$ cat src/rtl/vliw_hazard_if.sv
// Decode-to-hazard-unit bundle interface: decode drives the bundle and the
// branch outcome, the hazard unit answers with stall/squash and its busy map.
interface vliw_hazard_if #(
  parameter int NUM_LANES = 3,
  parameter int NREGS     = 32
);
  localparam int REG_W = $clog2(NREGS);

  logic                       dc_valid;
  logic [NUM_LANES*REG_W-1:0] dc_rs1;
  logic [NUM_LANES*REG_W-1:0] dc_rs2;
  logic [NUM_LANES*REG_W-1:0] dc_rd;
  logic [NUM_LANES-1:0]       dc_wen;
  logic [NUM_LANES-1:0]       dc_is_load;
  logic                       branch_taken;
  logic                       stall_out;
  logic                       squash_out;
  logic [NREGS-1:0]           busy_out;

  // Handshake: a bundle issues in the cycle where dc_valid=1, stall_out=0 and
  // squash_out=0; with stall_out=1 decode must hold the same bundle stable.
  modport master (
    output dc_valid, dc_rs1, dc_rs2, dc_rd, dc_wen, dc_is_load, branch_taken,
    input  stall_out, squash_out, busy_out
  );

  modport slave (
    input  dc_valid, dc_rs1, dc_rs2, dc_rd, dc_wen, dc_is_load, branch_taken,
    output stall_out, squash_out, busy_out
  );
endinterface

$ cat src/rtl/vliw_hazard_scoreboard.sv
// Load-use / WAW / branch-squash hazard unit for an N-lane VLIW pipeline,
// tracking each in-flight load destination with a per-register countdown.
module vliw_hazard_scoreboard #(
  parameter int NUM_LANES     = 3,
  parameter int NREGS         = 32,
  parameter int LOAD_LAT      = 1,
  parameter int SQUASH_CYCLES = 1
) (
  input  logic          clk,
  input  logic          rst,
  vliw_hazard_if.slave  hz
);
  localparam int REG_W = $clog2(NREGS);
  localparam int CNT_W = $clog2(LOAD_LAT + 1);
  localparam int SQ_W  = $clog2(SQUASH_CYCLES + 1);

  logic [CNT_W-1:0] cnt_q [NREGS];
  logic [CNT_W-1:0] cnt_d [NREGS];
  logic [SQ_W-1:0]  sq_cnt_q, sq_cnt_d;

  logic [NREGS-1:0] pend;
  logic [NREGS-1:0] load_hit;
  logic             hazard;
  logic             squash;
  logic             stall;
  logic             issue;

  always_comb begin
    pend = '0;
    for (int r = 1; r < NREGS; r++) begin
      pend[r] = (cnt_q[r] != '0);
    end

    squash = hz.branch_taken | (sq_cnt_q != '0);

    // Sources of a bundle are read before any lane of it writes, so only
    // older in-flight loads can cause a hazard.
    hazard   = 1'b0;
    load_hit = '0;
    for (int i = 0; i < NUM_LANES; i++) begin
      if ((hz.dc_rs1[i*REG_W +: REG_W] != '0) && pend[hz.dc_rs1[i*REG_W +: REG_W]])
        hazard = 1'b1;
      if ((hz.dc_rs2[i*REG_W +: REG_W] != '0) && pend[hz.dc_rs2[i*REG_W +: REG_W]])
        hazard = 1'b1;
      if (hz.dc_wen[i] && (hz.dc_rd[i*REG_W +: REG_W] != '0) && pend[hz.dc_rd[i*REG_W +: REG_W]])
        hazard = 1'b1;
      if (hz.dc_wen[i] && hz.dc_is_load[i])
        load_hit[hz.dc_rd[i*REG_W +: REG_W]] = 1'b1;
    end
    load_hit[0] = 1'b0;

    stall = hz.dc_valid & hazard & ~squash;
    issue = hz.dc_valid & ~hazard & ~squash;

    for (int r = 0; r < NREGS; r++) begin
      cnt_d[r] = cnt_q[r];
      if (r == 0) begin
        cnt_d[r] = '0;
      end else if (issue && load_hit[r]) begin
        cnt_d[r] = CNT_W'(LOAD_LAT);
      end else if (cnt_q[r] != '0) begin
        cnt_d[r] = cnt_q[r] - 1'b1;
      end
    end

    // A new taken branch restarts the squash window even mid-squash.
    sq_cnt_d = sq_cnt_q;
    if (hz.branch_taken) begin
      sq_cnt_d = SQ_W'(SQUASH_CYCLES - 1);
    end else if (sq_cnt_q != '0) begin
      sq_cnt_d = sq_cnt_q - 1'b1;
    end
  end

  always_ff @(posedge clk or posedge rst) begin
    if (rst) begin
      for (int r = 0; r < NREGS; r++) begin
        cnt_q[r] <= '0;
      end
      sq_cnt_q <= '0;
    end else begin
      cnt_q    <= cnt_d;
      sq_cnt_q <= sq_cnt_d;
    end
  end

  assign hz.stall_out  = ~rst & stall;
  assign hz.squash_out = ~rst & squash;
  assign hz.busy_out   = rst ? '0 : pend;

endmodule
$ cat src/flat_wrapper.sv
// flat-port wrapper written by rule: the top's interface ports become plain ports
module vliw_hazard_scoreboard_flat 
#(
  parameter int NUM_LANES     = 3,
  parameter int NREGS         = 32,
  parameter int LOAD_LAT      = 1,
  parameter int SQUASH_CYCLES = 1
)
  (clk, rst, hz_dc_valid, hz_dc_rs1, hz_dc_rs2, hz_dc_rd, hz_dc_wen, hz_dc_is_load, hz_branch_taken, hz_stall_out, hz_squash_out, hz_busy_out);
  vliw_hazard_if #(.NUM_LANES(NUM_LANES), .NREGS(NREGS)) hz_i ();
  input  logic clk;
  input  logic rst;
  input wire logic [$bits(hz_i.dc_valid)-1:0] hz_dc_valid;
  input wire logic [$bits(hz_i.dc_rs1)-1:0] hz_dc_rs1;
  input wire logic [$bits(hz_i.dc_rs2)-1:0] hz_dc_rs2;
  input wire logic [$bits(hz_i.dc_rd)-1:0] hz_dc_rd;
  input wire logic [$bits(hz_i.dc_wen)-1:0] hz_dc_wen;
  input wire logic [$bits(hz_i.dc_is_load)-1:0] hz_dc_is_load;
  input wire logic [$bits(hz_i.branch_taken)-1:0] hz_branch_taken;
  output wire logic [$bits(hz_i.stall_out)-1:0] hz_stall_out;
  output wire logic [$bits(hz_i.squash_out)-1:0] hz_squash_out;
  output wire logic [$bits(hz_i.busy_out)-1:0] hz_busy_out;
  assign hz_i.dc_valid = hz_dc_valid;
  assign hz_i.dc_rs1 = hz_dc_rs1;
  assign hz_i.dc_rs2 = hz_dc_rs2;
  assign hz_i.dc_rd = hz_dc_rd;
  assign hz_i.dc_wen = hz_dc_wen;
  assign hz_i.dc_is_load = hz_dc_is_load;
  assign hz_i.branch_taken = hz_branch_taken;
  assign hz_stall_out = hz_i.stall_out;
  assign hz_squash_out = hz_i.squash_out;
  assign hz_busy_out = hz_i.busy_out;
  vliw_hazard_scoreboard #(.NUM_LANES(NUM_LANES), .NREGS(NREGS), .LOAD_LAT(LOAD_LAT), .SQUASH_CYCLES(SQUASH_CYCLES)) u_core (.clk(clk), .rst(rst), .hz(hz_i));
endmodule
$ cat config.mk
export PLATFORM = sky130hd
export DESIGN_NAME = vliw_hazard_scoreboard_flat
export DESIGN_NICKNAME = d
export VERILOG_FILES = /design/src/rtl/vliw_hazard_if.sv /design/src/rtl/vliw_hazard_scoreboard.sv /design/src/flat_wrapper.sv
export SDC_FILE = /design/constraint.sdc
export NUM_CORES = 1
export LEC_CHECK = 0
export CAP_MARGIN = 10
export CORE_MARGIN = 1.5
export CORE_UTILIZATION = 59
export DETAILED_ROUTE_END_ITERATION = 8
export HOLD_SLACK_MARGIN = 0.08
export MAX_ROUTING_LAYER = met4
export PLACE_DENSITY_LB_ADDON = 0.25
export SYNTH_ARGS = -nofsm -noshare
export SYNTH_HDL_FRONTEND = slang
export SYNTH_SLANG_ARGS = --single-unit
$ cat constraint.sdc
create_clock -name clk -period 8 [get_ports clk]
set_clock_uncertainty 0.15 [all_clocks]
set_input_delay 1.2 -clock clk [delete_from_list [all_inputs] [get_ports clk]]
set_output_delay 1.2 -clock clk [all_outputs]
set_load 0.05 [all_outputs]
==> impl_metrics.csv <==
group,metric,value,unit
status,status,"completed",
yosys,synth_flop_cell,"dfrtp_1",
global_routing,grt_pass1_wl,25400,um
global_routing,grtUsageTotal,39.2,%
cts,path_clk_slew,60,ps
hold_path,hold_class,"reg2reg",
floorplan,dieWidth,93.0,um
critical_path,crit_family,"buffers and inverters",
detailed_routing,avgRoutedWirePerCell,24.5,um
cts,cts_tree,"done",
yosys,ys_ff_latch,31,
cts,cts_buffer_depth,2,
critical_path,startpoint_type,"primary input",
yosys,synth_edf_count,0,
finish,stdcell_count,676,
timing,clock.fmax,0.148,GHz
timing,rsz0062_at_grt,"no",
placement,detailed_place_hpwl,11100,um
finish,largest_reg_flops,31,
finish,layout_commonest_cell,"clkdlybuf4s50_1",
floorplan,dieHeight,93.0,um
critical_path,critPathArrivalTime,5420,ps
yosys,netlist.area_leader.share,16.2,%
detailed_routing,wl,16600,um
critical_path,cp_common_cell,"clkdlybuf4s50_1",
detailed_routing,vias_per_cell,7.40,
timing,min_period,6770,ps
yosys,synth_cell_types,59,
timing,worst_pin_slew,1180,ps
yosys,syn-num-nets,590,
power_and_ir_drop,power_density,76.8,nW/um2
critical_path,worst-setup-path-type,"in2out",
detailed_routing,dr.pass1.iters,5,
floorplan,ios,89,
critical_path,critPathCapture,"hz_stall_out",
cts,htreeDepth,2,
cts,post_cts_resized,0,
cts,postCtsSetupBuffers,0,
cts,insertion_delay,280,ps
critical_path,required,6650,ps
finish,nNetsFinal,627,
floorplan,std_cell_rows,32,
timing,slew_violations,0,
detailed_routing,drc,0,
finish,drive_above_1_share,18.2,%
cts,clock-sinks,31,
critical_path,path_buf_inv,3,
critical_path,rr_worst_depth,8,
finish,fin_area,5660,um2
cts,hold_buffers,0,
critical_path,critPathMaxStageDelay,850,ps
timing,tns,0,ps
critical_path,r2r_start,"u_core.cnt_q[27]$_DFF_PP0_",
global_routing,grt_pass1_vias,4654,
yosys,avgSynthCellArea,8.93,um2
run,cap_violations,0,
timing,setup_viol_count_final,0,
critical_path,crit_cells,10,
finish,area_growth,18.4,%
power_and_ir_drop,peakVddDrop,0.0000895,V
yosys,synth_area,4780,um2
yosys,yosys.area.top_type,"dfrtp_1",
placement,gp_congestion,1.02,
finish,nFillCells,583,
yosys,syn_inst,535,
yosys,yosysWarnings,0,
global_routing,grt_overflow,0,
placement,dp_cells,666,
cts,cts_root_buffer,"clkbuf_8",
floorplan,design.die.area,8640,um2
detailed_routing,drtIter0Drc,455,
placement,portBuffers,87,
critical_path,startpoint,"hz_dc_rs1[0]",
yosys,ys_top_cells_by_area,"dfrtp_1 (16%), mux4_2 (15%), mux2_2 (7.3%)",
cts,cts_buffers,5,
critical_path,r2r_slack,4600,ps
timing,period_share,84.6,%
global_routing,grt_antenna_before_repair,0,
critical_path,path_cells,"clkdlybuf4s50_1 > mux4_2 > nor2b_1 > nor4_1 > or4_1 > or4b_1 > nand4b_4 > buf_4 > nor3b_1 > clkdlybuf4s50_1",
power_and_ir_drop,total_power,0.435,mW
finish,reg.largest.list,"u_core.cnt_q: 31 flops",
critical_path,crit_path_end_kind,"output pin",
detailed_routing,ant_nets,0,
detailed_routing,vias,5002,
placement,postPlaceCellArea,5530,um2
power_and_ir_drop,power.leakage,2.04,nW
finish,most-common-layout-cells,"clkdlybuf4s50_1 (87), a21oi_1 (42), nor2b_1 (39)",
global_routing,grt_max_degree,35,
yosys,synth_seq_area_share,16.2,%
critical_path,timing.rr.end,"u_core.cnt_q[25]$_DFF_PP0_",
critical_path,cp_slowest_cell,"clkdlybuf4s50_1",
timing,hold_violations,0,
floorplan,start_util,61.5,%
floorplan,fp.coreArea,7770,um2
finish,regMostFlops,"u_core.cnt_q",
timing,timing.slew.headroom,20.9,%
critical_path,path_max_fanout,32,
yosys,async_flop_share,100,%
==> worst min path at each step <==
stage               slack [ps]                          to                       start  depth (start not counted)
detailed placement        1470  u_core.cnt_q[21]$_DFF_PP0_  u_core.cnt_q[20]$_DFF_PP0_                          7
floorplan                  750   u_core.cnt_q[0]$_DFF_PP0_   u_core.cnt_q[3]$_DFF_PP0_                          5
global route              1580  u_core.cnt_q[24]$_DFF_PP0_  u_core.cnt_q[26]$_DFF_PP0_                          7
CTS                       1490   u_core.cnt_q[3]$_DFF_PP0_  u_core.cnt_q[20]$_DFF_PP0_                          7
global placement          1460  u_core.cnt_q[19]$_DFF_PP0_  u_core.cnt_q[24]$_DFF_PP0_                          7
finish                    1510  u_core.cnt_q[21]$_DFF_PP0_  u_core.cnt_q[20]$_DFF_PP0_                          7
==> final cells by class <==
class                           instances  area (um2)  share of cell area [%]
Timing Repair Buffer                   89         906                    16.0
Antenna cell                            1        2.50                  0.0442
Multi-Input combinational cell        436        3710                    65.6
Tap cell                              102         128                    2.26
Sequential cell                        31         776                    13.7
Clock buffer                            8         100                    1.77
Inverter                                9        33.8                   0.597
==> metal layers <==
layer	part of all wire (%)	up-vias	GRT usage, %	routed length (um)
li1	-	2151	-	-
met1	37	2311	49.8	6170
met2	44	413	58.3	7340
met3	12	127	7.64	2040
met4	6.2	0	23.0	1030
met5	0	-	-	0
==> metrics by stage <==
stage	hold WS [ps]	worst slack [ps]	util, %
floorplan	751	2720	-
global placement	1460	1360	71.2
detailed placement	1470	1290	71.2
CTS	1490	1260	72.4
global route	1580	1040	72.8
finish	1510	1230	72.8
==> tightest hold or removal path: cells and delay by family (launching register included) <==
| kind | cells | cell delay (ps) |
|---|---|---|
| DFF | 1 | 540 |
| buffers and inverters | 1 | 420 |
| and+or+nand+nor | 3 | 260 |
| muxes | 1 | 220 |
| AOI/OAI and AO/OA | 2 | 150 |
==> report_power, final <==
group | leakage (nW) | switching [mW] | internal, mW
combinational | 1.55 | 0.0840 | 0.0586
clock | 0.0515 | 0.0553 | 0.0784
sequential | 0.433 | 0.00127 | 0.157
total | 2.04 | 0.141 | 0.294
==> cells in the mapped netlist, types with 8 or more instances <==
library cell and n:
clkbuf_1 45, a21oi_1 42, nor2b_1 39, nor2_1 25, a22o_1 30, nor3_1 25, inv_1 8, mux2_2 31
nor3_2 30, mux2i_1 33, dfrtp_1 31, nor3b_1 15, nand2b_1 8, mux4_2 32, nand2_1 24
==> kinds of logic after synthesis <==
logic type	Yosys count	synth area share [%]
other	1	0.0785
AOI/OAI and AO/OA	125	18.8
muxes	102	30.7
and+or+nand+nor	208	28.1
buffers and inverters	68	6.10
DFF	31	16.2
Power figures use the tool's default switching activity.
